## config.mk

```make
export PLATFORM = sky130hd
export DESIGN_NAME = sprite_motion_ctrl_flat
export DESIGN_NICKNAME = d
export VERILOG_FILES = /design/src/rtl/sprite_motion_ctrl_pkg.sv /design/src/rtl/sprite_motion_ctrl_if.sv /design/src/rtl/sprite_motion_ctrl_wrap_step.sv /design/src/rtl/sprite_motion_ctrl.sv /design/src/flat_wrapper.sv
export SDC_FILE = /design/constraint.sdc
export NUM_CORES = 1
export LEC_CHECK = 0
export ABC_AREA = 1
export BUFFER_PORTS_ARGS = -buffer_cell sky130_fd_sc_hd__buf_4
export CAP_MARGIN = 20
export CORE_ASPECT_RATIO = 0.9
export CORE_MARGIN = 4
export CORE_UTILIZATION = 29
export DETAILED_ROUTE_END_ITERATION = 8
export HOLD_SLACK_MARGIN = 0.1
export SETUP_SLACK_MARGIN = 0.02
export SLEW_MARGIN = 0
export SYNTH_ARGS = -nofsm -noshare
export SYNTH_HDL_FRONTEND = slang
export SYNTH_HIERARCHICAL = 1
export SYNTH_SLANG_ARGS = --single-unit
export TNS_END_PERCENT = 1
```

## constraint.sdc

```tcl
create_clock -name clk -period 7.1 [get_ports clk]
set_input_delay 0.355 -clock clk [delete_from_list [all_inputs] [get_ports clk]]
set_output_delay 0.355 -clock clk [all_outputs]
set_load 0.01 [all_outputs]
```

## src/rtl/sprite_motion_ctrl_pkg.sv

```systemverilog
// Shared types and constants for the sprite motion sequencer.
//   state_t      : sweep FSM states
//   SPR_*_ADDR   : sprite-core register addresses for the x0/y0 writes
//   GLB_*        : CPU global register addresses (run control, overrun clear)
package sprite_motion_pkg;

    typedef enum logic [1:0] {
        IDLE,
        CALC,
        WR_X,
        WR_Y
    } state_t;

    localparam logic [13:0] SPR_X0_ADDR = 14'h2001;
    localparam logic [13:0] SPR_Y0_ADDR = 14'h2002;
    localparam logic [5:0]  GLB_RUN     = 6'h20;
    localparam logic [5:0]  GLB_CLR     = 6'h21;

endpackage

```

## src/rtl/sprite_motion_ctrl_if.sv

```systemverilog
// Bus bundle between the CPU MMIO slot, the motion sequencer and the sprite cores.
//   cpu_cs/cpu_write/cpu_addr/cpu_wr_data : CPU slot write port
//   cpu_rd_data                           : status readback
//   slot_cs/slot_write/slot_addr/slot_wr_data : register writes toward the sprite cores
// master: the side driving the CPU slot (and observing the sprite bus).
// slave : the sequencer itself.
interface sprite_motion_ctrl_if #(
    parameter int unsigned N_SPRITE = 4
);
    import sprite_motion_pkg::*;

    logic                cpu_cs;
    logic                cpu_write;
    logic [5:0]          cpu_addr;
    logic [31:0]         cpu_wr_data;
    logic [31:0]         cpu_rd_data;
    logic [N_SPRITE-1:0] slot_cs;
    logic                slot_write;
    logic [13:0]         slot_addr;
    logic [31:0]         slot_wr_data;

    modport master (
        output cpu_cs, cpu_write, cpu_addr, cpu_wr_data,
        input  cpu_rd_data, slot_cs, slot_write, slot_addr, slot_wr_data
    );

    modport slave (
        input  cpu_cs, cpu_write, cpu_addr, cpu_wr_data,
        output cpu_rd_data, slot_cs, slot_write, slot_addr, slot_wr_data
    );

endinterface

```

## src/rtl/sprite_motion_ctrl_wrap_step.sv

```systemverilog
// One-axis position step with screen wrap-around (combinational).
//   pos_i : current coordinate (0..MAX-1)
//   vel_i : signed 8-bit velocity
//   pos_o : (pos_i + vel_i) wrapped into 0..MAX-1
// |vel_i| <= 128 < MAX, so a single +/-MAX correction always suffices.
module sprite_wrap_step
    import sprite_motion_pkg::*;
#(
    parameter int MAX = 640
) (
    input  logic [10:0] pos_i,
    input  logic [7:0]  vel_i,
    output logic [10:0] pos_o
);

    localparam logic signed [12:0] MAX_S = 13'(MAX);

    logic signed [12:0] sum;
    logic signed [12:0] res;

    always_comb begin
        sum = signed'({2'b00, pos_i}) + signed'({{5{vel_i[7]}}, vel_i});
        if (sum >= MAX_S) begin
            res = sum - MAX_S;
        end else if (sum[12]) begin
            res = sum + MAX_S;
        end else begin
            res = sum;
        end
        pos_o = 11'(res);
    end

endmodule

```

## src/rtl/sprite_motion_ctrl.sv

```systemverilog
// Frame-synchronous motion sequencer for up to N_SPRITE sprite cores.
//   clk, reset  : system clock, asynchronous active-high reset
//   frame_start : one-cycle pulse at the start of blanking; starts a sweep when run=1
//   bus (slave) : CPU register port + status readback, sprite-core write bus
//   busy        : high for the 3*N_SPRITE cycles of a sweep
// Each sweep visits every sprite: CALC (step if enabled), WR_X, WR_Y.
module sprite_motion_ctrl
    import sprite_motion_pkg::*;
#(
    parameter int unsigned N_SPRITE = 4,
    parameter int unsigned H_MAX    = 640,
    parameter int unsigned V_MAX    = 480
) (
    input  logic                 clk,
    input  logic                 reset,
    input  logic                 frame_start,
    sprite_motion_ctrl_if.slave  bus,
    output logic                 busy
);

    localparam int unsigned     IW       = (N_SPRITE > 1) ? $clog2(N_SPRITE) : 1;
    localparam logic [IW-1:0]   LAST_IDX = IW'(N_SPRITE - 1);

    logic [10:0]         x_q  [N_SPRITE];
    logic [10:0]         x_d  [N_SPRITE];
    logic [10:0]         y_q  [N_SPRITE];
    logic [10:0]         y_d  [N_SPRITE];
    logic [7:0]          vx_q [N_SPRITE];
    logic [7:0]          vx_d [N_SPRITE];
    logic [7:0]          vy_q [N_SPRITE];
    logic [7:0]          vy_d [N_SPRITE];
    logic [N_SPRITE-1:0] en_q, en_d;

    state_t              state_q, state_d;
    logic [IW-1:0]       idx_q, idx_d;
    logic                busy_q, busy_d;
    logic                run_q, run_d;
    logic [7:0]          ovr_q, ovr_d;

    logic [N_SPRITE-1:0] slot_cs_q, slot_cs_d;
    logic                slot_write_q, slot_write_d;
    logic [13:0]         slot_addr_q, slot_addr_d;
    logic [31:0]         slot_data_q, slot_data_d;

    logic [10:0]         x_step, y_step;
    logic                cpu_wr;

    assign cpu_wr = bus.cpu_cs & bus.cpu_write;

    sprite_wrap_step #(.MAX(int'(H_MAX))) u_wrap_x (
        .pos_i (x_q[idx_q]),
        .vel_i (vx_q[idx_q]),
        .pos_o (x_step)
    );

    sprite_wrap_step #(.MAX(int'(V_MAX))) u_wrap_y (
        .pos_i (y_q[idx_q]),
        .vel_i (vy_q[idx_q]),
        .pos_o (y_step)
    );

    // Register file: the sweep step is applied first, then a CPU write to the
    // same field overrides it, so the CPU value wins in the CALC cycle.
    always_comb begin
        en_d = en_q;
        for (int unsigned i = 0; i < N_SPRITE; i++) begin
            x_d[i]  = x_q[i];
            y_d[i]  = y_q[i];
            vx_d[i] = vx_q[i];
            vy_d[i] = vy_q[i];
            if (state_q == CALC && idx_q == IW'(i) && en_q[i]) begin
                x_d[i] = x_step;
                y_d[i] = y_step;
            end
            if (cpu_wr && !bus.cpu_addr[5] && bus.cpu_addr[4:2] == 3'(i)) begin
                case (bus.cpu_addr[1:0])
                    2'd0: en_d[i] = bus.cpu_wr_data[0];
                    2'd1: x_d[i]  = bus.cpu_wr_data[10:0];
                    2'd2: y_d[i]  = bus.cpu_wr_data[10:0];
                    default: begin
                        vx_d[i] = bus.cpu_wr_data[7:0];
                        vy_d[i] = bus.cpu_wr_data[15:8];
                    end
                endcase
            end
        end
    end

    always_comb begin
        run_d = run_q;
        ovr_d = ovr_q;
        if (cpu_wr && bus.cpu_addr == GLB_RUN) begin
            run_d = bus.cpu_wr_data[0];
        end
        if (frame_start && state_q != IDLE && ovr_q != 8'hFF) begin
            ovr_d = ovr_q + 8'd1;
        end
        if (cpu_wr && bus.cpu_addr == GLB_CLR) begin
            ovr_d = '0;
        end
    end

    // Slot outputs are registered on the edge entering WR_X/WR_Y and take the
    // post-edge register value, so a same-cycle CPU write is what gets emitted.
    always_comb begin
        state_d      = state_q;
        idx_d        = idx_q;
        busy_d       = busy_q;
        slot_cs_d    = '0;
        slot_write_d = 1'b0;
        slot_addr_d  = '0;
        slot_data_d  = '0;
        case (state_q)
            IDLE: begin
                if (frame_start && run_q) begin
                    state_d = CALC;
                    idx_d   = '0;
                    busy_d  = 1'b1;
                end
            end
            CALC: begin
                state_d      = WR_X;
                slot_cs_d    = N_SPRITE'(1) << idx_q;
                slot_write_d = 1'b1;
                slot_addr_d  = SPR_X0_ADDR;
                slot_data_d  = {21'b0, x_d[idx_q]};
            end
            WR_X: begin
                state_d      = WR_Y;
                slot_cs_d    = N_SPRITE'(1) << idx_q;
                slot_write_d = 1'b1;
                slot_addr_d  = SPR_Y0_ADDR;
                slot_data_d  = {21'b0, y_d[idx_q]};
            end
            default: begin
                if (idx_q == LAST_IDX) begin
                    state_d = IDLE;
                    busy_d  = 1'b0;
                end else begin
                    idx_d   = idx_q + IW'(1);
                    state_d = CALC;
                end
            end
        endcase
    end

    always_ff @(posedge clk or posedge reset) begin
        if (reset) begin
            for (int unsigned i = 0; i < N_SPRITE; i++) begin
                x_q[i]  <= '0;
                y_q[i]  <= '0;
                vx_q[i] <= '0;
                vy_q[i] <= '0;
            end
            en_q         <= '0;
            state_q      <= IDLE;
            idx_q        <= '0;
            busy_q       <= 1'b0;
            run_q        <= 1'b0;
            ovr_q        <= '0;
            slot_cs_q    <= '0;
            slot_write_q <= 1'b0;
            slot_addr_q  <= '0;
            slot_data_q  <= '0;
        end else begin
            for (int unsigned i = 0; i < N_SPRITE; i++) begin
                x_q[i]  <= x_d[i];
                y_q[i]  <= y_d[i];
                vx_q[i] <= vx_d[i];
                vy_q[i] <= vy_d[i];
            end
            en_q         <= en_d;
            state_q      <= state_d;
            idx_q        <= idx_d;
            busy_q       <= busy_d;
            run_q        <= run_d;
            ovr_q        <= ovr_d;
            slot_cs_q    <= slot_cs_d;
            slot_write_q <= slot_write_d;
            slot_addr_q  <= slot_addr_d;
            slot_data_q  <= slot_data_d;
        end
    end

    assign busy             = busy_q;
    assign bus.cpu_rd_data  = {16'b0, ovr_q, 6'b0, run_q, busy_q};
    assign bus.slot_cs      = slot_cs_q;
    assign bus.slot_write   = slot_write_q;
    assign bus.slot_addr    = slot_addr_q;
    assign bus.slot_wr_data = slot_data_q;

endmodule

```

## src/flat_wrapper.sv

```systemverilog
// flat-port wrapper written by rule: the top's interface ports become plain ports
module sprite_motion_ctrl_flat import sprite_motion_pkg::*;
#(
    parameter int unsigned N_SPRITE = 4,
    parameter int unsigned H_MAX    = 640,
    parameter int unsigned V_MAX    = 480
)
  (clk, reset, frame_start, busy, bus_cpu_cs, bus_cpu_write, bus_cpu_addr, bus_cpu_wr_data, bus_cpu_rd_data, bus_slot_cs, bus_slot_write, bus_slot_addr, bus_slot_wr_data);
  sprite_motion_ctrl_if #(.N_SPRITE(N_SPRITE)) bus_i ();
  input  logic clk;
  input  logic reset;
  input  logic frame_start;
  output logic busy;
  input wire logic [$bits(bus_i.cpu_cs)-1:0] bus_cpu_cs;
  input wire logic [$bits(bus_i.cpu_write)-1:0] bus_cpu_write;
  input wire logic [$bits(bus_i.cpu_addr)-1:0] bus_cpu_addr;
  input wire logic [$bits(bus_i.cpu_wr_data)-1:0] bus_cpu_wr_data;
  output wire logic [$bits(bus_i.cpu_rd_data)-1:0] bus_cpu_rd_data;
  output wire logic [$bits(bus_i.slot_cs)-1:0] bus_slot_cs;
  output wire logic [$bits(bus_i.slot_write)-1:0] bus_slot_write;
  output wire logic [$bits(bus_i.slot_addr)-1:0] bus_slot_addr;
  output wire logic [$bits(bus_i.slot_wr_data)-1:0] bus_slot_wr_data;
  assign bus_i.cpu_cs = bus_cpu_cs;
  assign bus_i.cpu_write = bus_cpu_write;
  assign bus_i.cpu_addr = bus_cpu_addr;
  assign bus_i.cpu_wr_data = bus_cpu_wr_data;
  assign bus_cpu_rd_data = bus_i.cpu_rd_data;
  assign bus_slot_cs = bus_i.slot_cs;
  assign bus_slot_write = bus_i.slot_write;
  assign bus_slot_addr = bus_i.slot_addr;
  assign bus_slot_wr_data = bus_i.slot_wr_data;
  sprite_motion_ctrl #(.N_SPRITE(N_SPRITE), .H_MAX(H_MAX), .V_MAX(V_MAX)) u_core (.clk(clk), .reset(reset), .frame_start(frame_start), .bus(bus_i), .busy(busy));
endmodule
```

-- Word-level counts from Yosys, hierarchy flattened
Cells that the tools add are included.
- $lt $le $gt $ge: 3
- reduce and logical (&&, ||, !) cells: 38
- shift-type cells: 1
- equal/unequal tests: 15
- add/subtract/negate cells: 8
- multiplexer cells: 61
- bitwise logic cells: 4
- operators by type and width (kind ; count):
    $mux 11 ; 36
    $bmux 11 s2 ; 4
    $mux 8 ; 6
    $bmux 8 s2 ; 2
    $pmux 14 s2 ; 1
    $add 12x8->13 ; 2
    $pmux 11 s2 ; 1
    $logic_and 1x1->1 ; 18
    $reduce_and 2->1 ; 8
    $ge 13x10->1 const B ; 1
    $ge 13x11->1 const B ; 1
    $eq 6x6->1 const B ; 2
    $add 11x10->11 const B ; 1
    $add 11x11->11 const B ; 1
    $sub 11x10->11 const B ; 1
    $sub 11x11->11 const B ; 1
    $add 8x1->8 const B ; 1
    $eq 2x2->1 const B ; 4
    $ne 8x8->1 const B ; 1
    $eq 2x1->1 const B ; 3
    $eq 3x2->1 const B ; 2
    $logic_not 2->1 ; 3
    $mux 2 ; 3
    $pmux 2 s3 ; 1
    other kinds (19) ; 26
- output and inout port bits: 84
- input port bits: 43
- bits in registers: 200
- logic and storage cells: 159

-- Longest topological paths before layout
Gate-level depths: netlist of the first run.
- word-level depth: 15
- mapped depth: 31
- depth with buffers taken out: 29

-- Hierarchy
Netlist of the first run, hierarchy kept.
- modules (own cells, without submodules) (module ; times used ; area an instance (sq um) ; seq. area each (sq um) ; cells an instance):
    sprite_motion_ctrl ; 1 ; 11478.5 ; 4704.5 ; 1654
    sprite_wrap_step at u_core.u_wrap_y ; 1 ; 1198.6 ; 0.0 ; 228
    sprite_wrap_step at u_core.u_wrap_x ; 1 ; 1006.0 ; 0.0 ; 170

-- Worst setup path before layout of the first run
No wires, ideal clock.
- path type: flip-flop to flip-flop
- from: register u_core.idx_q[1]
- to: register u_core.slot_data_q[9] (netlist: u_core/bus.slot_wr_data[9])
- setup time: 0.078 ns
- data required time: 7.022 ns
- clock period less this slack: 3.906 ns
- stages on the path, launching flop included: 28
- buffers on the path: 2
- path slack: 3.194 ns
- data arrival time: 3.828 ns
- cells stage by stage: dfrtp_1 -> inv_1 -> clkbuf_1 -> clkbuf_1 -> o21ai_0 -> o22ai_1 -> ha_1 -> inv_1 -> o21ai_2 -> nor2_4 -> nand3_1 -> nand2_2 -> inv_1 -> ha_1 -> nand3b_1 -> nand2_1 -> nand2_1 -> nand2_1 -> nand2_1 -> nand2_1 -> inv_1 -> nand4_1 -> nand2_1 -> nand2_1 -> nand3_1 -> nand3_1 -> nand3_1 -> a21oi_1
- word-level cells in the longest chain between the ends: 15
- elaborated cells on any way between the ends: 68
- those cells by class: 6 x add/sub; 2 x order compare; 3 x eq/ne; 47 x mux; 1 x bitwise; 9 x reduce/logical
- RTL lines (what ; line ; text):
    start: declaration ; sprite_motion_ctrl.sv:35 ; logic [IW-1:0] idx_q, idx_d;
    start signal: assignment ; sprite_motion_ctrl.sv:174 ; idx_q <= idx_d;
    $not 2->3 (not written as such) * ; sprite_motion_ctrl.sv:51, sprite_motion_ctrl.sv:52 ;
    $bmux 11 s2 or $bmux 8 s2 (tied branches) ; sprite_motion_ctrl.sv:51, sprite_motion_ctrl.sv:52 ;
    $mux 11 (not written as such) or $mux 8 (tied branches) (2 in a row) ; sprite_motion_ctrl.sv:51, sprite_motion_ctrl.sv:52 ;
    $add 12x8->13 * ; sprite_motion_ctrl_wrap_step.sv:22 ; sum = signed'({2'b00, pos_i}) + signed'({{5{vel_i[7]}}, vel_i});
    $add 11x11->11 ; sprite_motion_ctrl_wrap_step.sv:26 ; res = sum + MAX_S;
    $mux 11 ; sprite_motion_ctrl_wrap_step.sv:25 ; end else if (sum[12]) begin
    $mux 11 * ; sprite_motion_ctrl_wrap_step.sv:23 ; if (sum >= MAX_S) begin
    net u_core.x_step[9] ; sprite_motion_ctrl.sv:45 ; logic [10:0] x_step, y_step;
    $mux 11 ; sprite_motion_ctrl.sv:71 ; if (state_q == CALC && idx_q == IW'(i) && en_q[i]) begin
    $mux 11 ; sprite_motion_ctrl.sv:76 ; case (bus.cpu_addr[1:0])
    $mux 11 ; sprite_motion_ctrl.sv:75 ; if (cpu_wr && !bus.cpu_addr[5] && bus.cpu_addr[4:2] == 3'(i)) begin
    $bmux 11 s2 * ; sprite_motion_ctrl.sv:126 ; slot_data_d = {21'b0, x_d[idx_q]};
    $mux 11 (not written as such) * (2 in a row) ; sprite_motion_ctrl.sv:126 ;
    $pmux 11 s2 * ; sprite_motion_ctrl.sv:113 ; case (state_q)
    net u_core.slot_data_d[9] ; sprite_motion_ctrl.sv:43 ; logic [31:0] slot_data_q, slot_data_d;
    end signal: assignment ; sprite_motion_ctrl.sv:181 ; slot_data_q <= slot_data_d;
    end: declaration ; sprite_motion_ctrl.sv:43 ;
Mark *: on every way through the listed nets, which the timed path passes. The rest lies on a longest branch. The select of a mux whose other input is x is not followed.
A chain may end at the register's enable or synchronous reset.

-- Final worst setup path of the first run
- from: register u_core.idx_q[0]
- to: register u_core.slot_data_q[7] (netlist: u_core/bus.slot_wr_data[7])
- word-level cells in the longest chain between the ends: 15
- elaborated cells on any way between the ends: 68
- those cells by class: 6 x add/sub; 2 x order compare; 3 x eq/ne; 47 x mux; 1 x bitwise; 9 x reduce/logical
- RTL lines (what ; line ; text):
    $not 2->3 (not written as such) * ; sprite_motion_ctrl.sv:57, sprite_motion_ctrl.sv:58 ;
    $bmux 11 s2 or $bmux 8 s2 (tied branches) ; sprite_motion_ctrl.sv:57, sprite_motion_ctrl.sv:58 ;
    $mux 11 (not written as such) or $mux 8 (tied branches) (2 in a row) ; sprite_motion_ctrl.sv:57, sprite_motion_ctrl.sv:58 ;
    $add 12x8->13 * ; sprite_motion_ctrl_wrap_step.sv:22 ;
    $add 11x10->11 ; sprite_motion_ctrl_wrap_step.sv:26 ;
    $mux 11 ; sprite_motion_ctrl_wrap_step.sv:25 ;
    $mux 11 * ; sprite_motion_ctrl_wrap_step.sv:23 ;
    net u_core.y_step[7] ; sprite_motion_ctrl.sv:45 ;
    $mux 11 ; sprite_motion_ctrl.sv:71 ;
    $mux 11 ; sprite_motion_ctrl.sv:76 ;
    $mux 11 ; sprite_motion_ctrl.sv:75 ;
    $bmux 11 s2 * ; sprite_motion_ctrl.sv:133 ; slot_data_d = {21'b0, y_d[idx_q]};
    $mux 11 (not written as such) * (2 in a row) ; sprite_motion_ctrl.sv:133 ;
    $pmux 11 s2 * ; sprite_motion_ctrl.sv:113 ;
    net u_core.slot_data_d[7] ; sprite_motion_ctrl.sv:43 ;
Marked as above.

==> summary.txt, run 1 <==
Logic synthesis
  • FFs w/ async S/R, synth: 1.00
  • Main area contributors after synthesis: dfrtp_1 (34%), nand2_1 (16%), nand3_1 (8.6%)
  • Yosys top cell by area: dfrtp_1
  • Synth top cells by count: nand2_1 (601), inv_1 (258), nand3_1 (235)
  • Synth Cell Area: 13700 µm²
  • Register bit total from synthesis: 188
  • Most frequent cell after synthesis: nand2_1
  • Synth top area share: 0.344
  • Post-synth cell types: 44
  • Syn_area_per_cell: 6.67 µm²
  • Post-synth EDFFs: 0
  • Ys flop type: dfrtp_1
  • Syn Inst Count: 2052
  • Sequential area share after synthesis: 0.344
  • Ys Warns: 6

Detailed routing
  • Drt pass-1 iters: 5
  • WL final: 44200 µm
  • Drt wl/cell: 16.6 µm
  • Vias/cell: 4.97
  • Routed vias: 13300
  • Initial drt markers: 1469
  • Antenna Nets Post-Route: 0
  • Post-route DRC violation count: 0

Clocking
  • Worst skew pair latency: 0.47 ns
  • Reg clk slew, reported paths: 0.07 ns
  • TritonCTS clock tree: built
  • Post-CTS Hold Buffers: 0
  • Num CTS Buffers: 17
  • Clock net sink count: 188
  • Resize count post-CTS: 0
  • H-tree depth: 4
  • Bufs on Longest Clock Path: 2
  • Setup Buffers After CTS: 0
  • Root buf cell: clkbuf_16

Die
  • Core area: 46600 µm²
  • Row cnt: 75
  • IO Count: 127
  • Die Span Y: 214 µm
  • Die X: 237 µm
  • Starting Density: 0.293
  • Die area: 50700 µm²

Global routing
  • Pin count of the biggest net entering global routing: 130
  • Met1 usage: 0.245
  • All-Layer GR Usage: 0.169
  • Gr ovfl total: 0
  • Initial antenna violation count: 0
  • First-pass GRT wire length: 68300 µm
  • Vias in the first global route: 12100
  • Grt met2 use: 0.254
  • Gr busiest metal: met2
  • Met3 usage: 0.0413

Final layout
  • P&R area growth vs syn: 9.77%
  • Non-filler cells, final: 2670
  • Fill cells: 5024
  • Final nets: 2123
  • Layout cells sized above 1: 0.0862

Timing
  • Max-slew headroom: 0.275
  • Final setup violating endpoints: 0
  • Max Freq: 188 MHz
  • Max-slew violations: 0
  • Measured slew at the worst slew-check pin: 1.08 ns
  • Final cycle utilization of the critical path: 0.748
  • Fin Hold WS: 0.0944 ns
  • Fin. Hold Viols: 0
  • Clock skew: 0.0137 ns
  • RSZ-0062 raised after global routing: false
  • Setup TNS: 0 ns
  • Final min period: 5.31 ns

Placed design
  • PortBufs: 56
  • GP Congestion: 0.885
  • Cell count after placement: 2632
  • HPWL after DPL: 29000 µm

Job
  • MaxCap Viol Count: 0

Critical path
  • Crit start category: flop
  • Critical Path RT: 7.44 ns
  • Crit Path Class: reg2reg
  • WP data arrival: 5.66 ns
  • Worst Path Max Fanout: 75
  • Kind of end point of the critical path: flop

Hold path
  • Hold/Removal Path Class: in2async

Run status
  • Status: finished clean
-- final timing paths --
kind,startpoint,to,slack (ns),depth (start not counted)
worst max-delay path,u_core/idx_q[0]$_DFFE_PP0P_,u_core/bus.slot_wr_data[7]$_DFF_PP0_,1.79,23
worst max register to register,u_core/idx_q[0]$_DFFE_PP0P_,u_core/bus.slot_wr_data[7]$_DFF_PP0_,1.79,23
worst min register to register,u_core/vy_q[16]$_DFFE_PP0P_,u_core/vy_q[16]$_DFFE_PP0P_,0.48,2
min in group clk,bus_cpu_wr_data[12],u_core/vy_q[12]$_DFFE_PP0P_,0.22,3
max in group asynchronous,reset,u_core/y_q[17]$_DFF_PP0_,5.60,3
worst min-delay path,reset,u_core/bus.slot_addr[0]$_DFF_PP0_,0.09,2
-- per-stage QoR --
| step | util | worst slack (ns) | instance area, µm² |
|---|---|---|---|
| floorplan | - | 1.63 | 13900 |
| global placement | 0.308 | 2.04 | 14400 |
| detailed placement | 0.308 | 2.00 | 14400 |
| CTS | 0.320 | 1.96 | 14900 |
| global route | 0.322 | 1.44 | 15000 |
| finish | 0.322 | 1.79 | 15000 |
-- final cells by class --
cell class / instances / area [µm²] / area share
clock buffers: 22 / 474 / 0.0316
clock inverters: 10 / 80.1 / 0.00533
well taps: 616 / 771 / 0.0513
inverters: 264 / 1000 / 0.0666
multi-input cells: 1493 / 7330 / 0.488
diodes: 1 / 2.50 / 0.000167
flip-flops and latches: 188 / 4710 / 0.313
repair buffers: 76 / 656 / 0.0437
-- layout by cell type (no fill, tap or decap), types with 3 or more instances in the layout --
| master | synthesis | routed |
|---|---|---|
| nand2_1 | 601 | 601 |
| nor2_4 | 6 | 7 |
| nor2_1 | 85 | 84 |
| nand2_4 | 4 | 4 |
| buf_4 | 58 | 71 |
| nand2_2 | 23 | 23 |
| inv_2 | 6 | 6 |
| inv_6 | 0 | 3 |
| nand4_1 | 58 | 58 |
| ha_1 | 38 | 37 |
| a31oi_1 | 3 | 3 |
| inv_1 | 258 | 256 |
| a21oi_1 | 92 | 92 |
| clkbuf_16 | 0 | 17 |
| dfrtp_1 | 188 | 187 |
| nand3_2 | 10 | 12 |
| xor2_1 | 8 | 8 |
| buf_16 | 0 | 3 |
| nor2_2 | 4 | 4 |
| and2_1 | 48 | 48 |
| a21oi_2 | 3 | 3 |
| o21ai_0 | 176 | 176 |
| nor3_1 | 9 | 9 |
| nand3_1 | 235 | 233 |
| o22ai_1 | 16 | 16 |
| conb_1 | 1 | 54 |
| clkbuf_8 | 0 | 3 |
-- cell families after synthesis --
family,count (synthesis),share of synthesized area
and+or+nand+nor,1090,0.359
xor gates and xnor gates,12,0.00960
adders and majority gates,40,0.0377
buffers and inverters,424,0.137
AOI/OAI and AO/OA,297,0.113
other,1,0.000274
DFF,188,0.344
-- layer usage --
metal,wire length (µm),up-vias
li1,-,6443
met1,20000,6228
met2,19500,529
met3,3920,63
met4,750,0
met5,0,-
-- worst max-delay path, stage by stage (launching register included) --
cell	delay, ns
dfrtp_4	0.66
buf_4	0.78
o21ai_0	0.21
o22ai_1	0.80
ha_1	0.46
nand2_1	0.15
inv_1	0.05
a21oi_1	0.22
nand4_1	0.12
nand2_1	0.16
nand2_1	0.11
nor2_4	0.11
nand2_2	0.09
nand2_2	0.08
nand2_1	0.05
nand2_1	0.13
inv_1	0.11
nand4_1	0.08
nand2_1	0.06
nand2_1	0.08
nand3_1	0.11
nand3_1	0.13
nand3_1	0.08
a21oi_1	0.31
-- sequential cells by signal (all words and copies together) (netlist names), 3 cells and up --
| register | flops |
|---|---|
| u_core/bus.slot_addr | 3 |
| u_core/bus.slot_cs | 4 |
| u_core/bus.slot_wr_data | 11 |
| u_core/en_q | 4 |
| u_core/ovr_q | 8 |
| u_core/vx_q | 32 |
| u_core/vy_q | 32 |
| u_core/x_q | 44 |
| u_core/y_q | 44 |
Power of run 1 is left out: the tool's default activity adds up to more than one toggle a clock period on the data nets, which glitch-free logic cannot reach.
==> run 2: changes to the inputs <==
ABC_AREA = 0   (was 1)
clock period = 4.55 ns   (was 7.1 ns; I/O delays follow)
==> summary.txt, run 2 <==
Final layout
  • Multi-input logic area: 7280 µm²
  • Register Area: 4710 µm²
  • P&R area growth vs syn: 22.5%
  • Fill cells: 4132
  • Most frequent cells in the layout: buf_4 (204), dfrtp_1 (186), nor2_1 (133), mux2_2 (123), nand2_1 (76)
  • Ant diodes: 0
  • Layout cells sized above 1: 0.360
  • Most common cell after layout, fill and taps aside: buf_4
  • Final nets: 1420
  • Largest regs: u_core/x_q x44, u_core/y_q x44
  • Cell area after layout: 15100 µm²

Run status
  • Failing checks: setup timing
  • Status: finished with violations

Placed design
  • GP Congestion: 0.875
  • Setup WS pre-CTS: -0.567 ns
  • Placed cell area: 14100 µm²
  • PortBufs: 56
  • HPWL after DPL: 26100 µm

Detailed routing
  • Antenna Nets Post-Route: 0
  • Post-route DRC violation count: 0
  • Met1 WL: 16900 µm
  • Drt wl/cell: 19.4 µm
  • Drt pass-1 iters: 5
  • DR WL met2: 16400 µm
  • Initial drt markers: 941
  • Vias/cell: 5.25
  • Routed wl met3: 2760 µm
  • WL final: 36800 µm
  • Max layer used: met4
  • Routed vias: 9947

Critical path
  • Worst-path cell chain: buf_12 > buf_6 > mux4_2 > fa_2 > a211oi_4 > nor4b_2 > or3_4 > ha_4 > o211a_1 > or4_4 > a22oi_2 > xnor2_2 > mux2_4 > mux2_4 > mux4_2 > nand2_2 > nand2_1
  • Slowest CP cell: or4_4
  • Reg2reg path depth: 17
  • Critical path depth: 17
  • Critical Path RT: 4.88 ns
  • Max incr delay on CP: 0.52 ns
  • Crit start category: flop
  • Kind of end point of the critical path: flop
  • CP delay by family, top: multiplexers
  • Crit Path Class: reg2reg
  • WP data arrival: 5.31 ns
  • Worst Path Max Fanout: 6
  • Worst path buffer plus inverter count: 2

Clocking
  • Reg clk slew, reported paths: 0.08 ns
  • Worst skew pair latency: 0.45 ns
  • TritonCTS clock tree: built
  • Bufs on Longest Clock Path: 2
  • Num CTS Buffers: 17
  • Root buf cell: clkbuf_16
  • Clock net sink count: 188
  • H-tree depth: 4

Logic synthesis
  • Yosys top cell by area: dfrtp_1
  • Post-synth cell types: 94
  • Synth top cells by count: dfrtp_1 (188), nor2_1 (135), mux2_2 (126)
  • Register bit total from synthesis: 188
  • Sequential area share after synthesis: 0.381
  • Syn_area_per_cell: 10.5 µm²
  • Syn Inst Count: 1172
  • Main area contributors after synthesis: dfrtp_1 (38%), mux2_2 (11%), mux4_2 (8.4%)
  • Most frequent cell after synthesis: dfrtp_1
  • Synth Cell Area: 12400 µm²
  • FFs w/ async S/R, synth: 1.00
  • Synth top area share: 0.381
  • Ys Warns: 6
  • Post-synth EDFFs: 0
  • Ys flop type: dfrtp_1

Timing
  • Fin. Hold Viols: 0
  • RSZ-0062 raised after global routing: true
  • Final min period: 4.98 ns
  • Final cycle utilization of the critical path: 1.10
  • Max-slew violations: 0
  • Final setup violating endpoints: 9
  • Final worst setup slack: -0.434 ns
  • Setup TNS: -2.63 ns
  • Measured slew at the worst slew-check pin: 1.09 ns
  • Clock skew: 0.0160 ns
  • Fin Hold WS: 0.0836 ns
  • Max Freq: 201 MHz
  • Max-slew headroom: 0.272

Die
  • Core area: 41900 µm²
  • Die Span Y: 204 µm
  • Row cnt: 71
  • IO Count: 127
  • Starting Density: 0.295
  • Die area: 46000 µm²
  • Die X: 226 µm

Job
  • MaxCap Viol Count: 0

Global routing
  • Vias in the first global route: 10000
  • All-Layer GR Usage: 0.159
  • Initial antenna violation count: 0
  • Pin count of the biggest net entering global routing: 189
  • Gr ovfl total: 0
  • First-pass GRT wire length: 57400 µm

Power
  • Maximum vdd drop: 0.358 mV
  • Total power: 11.4 mW
  • PD cells: 756 nW/µm²
  • P_leak: 6.96 nW

Hold path
  • Hold/Removal Path Class: in2async
[run 2: changes by cell type in the layout (fill, tap and decap cells not counted), moves of 123 or more]
cell	before	now
mux2_2	0	123
nand2_1	601	76
buf_4	71	204
nand3_1	233	23
inv_1	256	20
o21ai_0	176	21
[run 2: path summary, 6_finish.rpt]
path	start	end	slack [ns]
min in group clk	bus_cpu_wr_data[1]	u_core/x_q[12]$_DFF_PP0_	0.15
hold / removal	reset	u_core/vx_q[27]$_DFFE_PP0P_	0.08
setup reg to reg	u_core/idx_q[0]$_DFFE_PP0P_	u_core/bus.slot_wr_data[7]$_DFF_PP0_	-0.43
max in group asynchronous	reset	u_core/idx_q[0]$_DFFE_PP0P_	3.69
setup / recovery	u_core/idx_q[0]$_DFFE_PP0P_	u_core/bus.slot_wr_data[7]$_DFF_PP0_	-0.43
hold reg to reg	u_core/vy_q[10]$_DFFE_PP0P_	u_core/vy_q[10]$_DFFE_PP0P_	0.50
[run 2: stage by stage]
step | std cells | util
6_report | 1896 | 0.361
5_1_grt | 1896 | 0.361
3_3_place_gp | 1844 | 0.336
4_1_cts | 1894 | 0.356
2_1_floorplan | 1225 | -
3_5_place_dp | 1844 | 0.336
[run 2: logic make-up after synthesis]
group	after synthesis	synth area share
simple gates	343	0.134
mux	215	0.234
compound gates	208	0.123
flops	188	0.381
buf+inv	153	0.0681
fa+ha+maj	40	0.0417
xor+xnor	24	0.0176
other cells	1	0.000303
[run 2: worst reg2reg max path: stages, from the launching register on]
cell	delay, ns
dfrtp_4	0.50
buf_12	0.16
buf_6	0.11
mux4_2	0.48
fa_2	0.45
a211oi_4	0.30
nor4b_2	0.08
or3_4	0.41
ha_4	0.17
o211a_1	0.19
or4_4	0.52
a22oi_2	0.21
xnor2_2	0.11
mux2_4	0.28
mux2_4	0.27
mux4_2	0.46
nand2_2	0.08
nand2_1	0.07
[run 2: repair_timing]
| item | 4_1_cts | 5_1_grt |
|---|---|---|
| buffers inserted | 14 | 2 |
| endpoints found under the hold margin | 20 | 0 |
| pin swaps | 12 | 20 |
| resized for setup | 16 | 32 |
| hold buffers | 5 | 0 |
| setup endpoints to repair | 14 | 33 |
[run 2: area by class of cell]
type	count	share of cell area
flip-flops and latches	188	0.311
clock inverters	12	0.0108
clock buffers	19	0.0286
inverters	25	0.00686
repair buffers	221	0.116
multi-input cells	884	0.481
well taps	547	0.0452
[run 2: layer usage]
layer  track usage  up-vias
li1              -     4539
met1         0.224     5024
met2         0.241      346
met3        0.0425       38
met4        0.0444        0
met5             0        -
[run 2: report_power, final]
part | internal (mW) | switching, mW
clock | 0.870 | 0.690
combinational | 3.74 | 3.74
sequential | 2.12 | 0.288
total | 6.72 | 4.72
(Power assumes the default switching activity.)
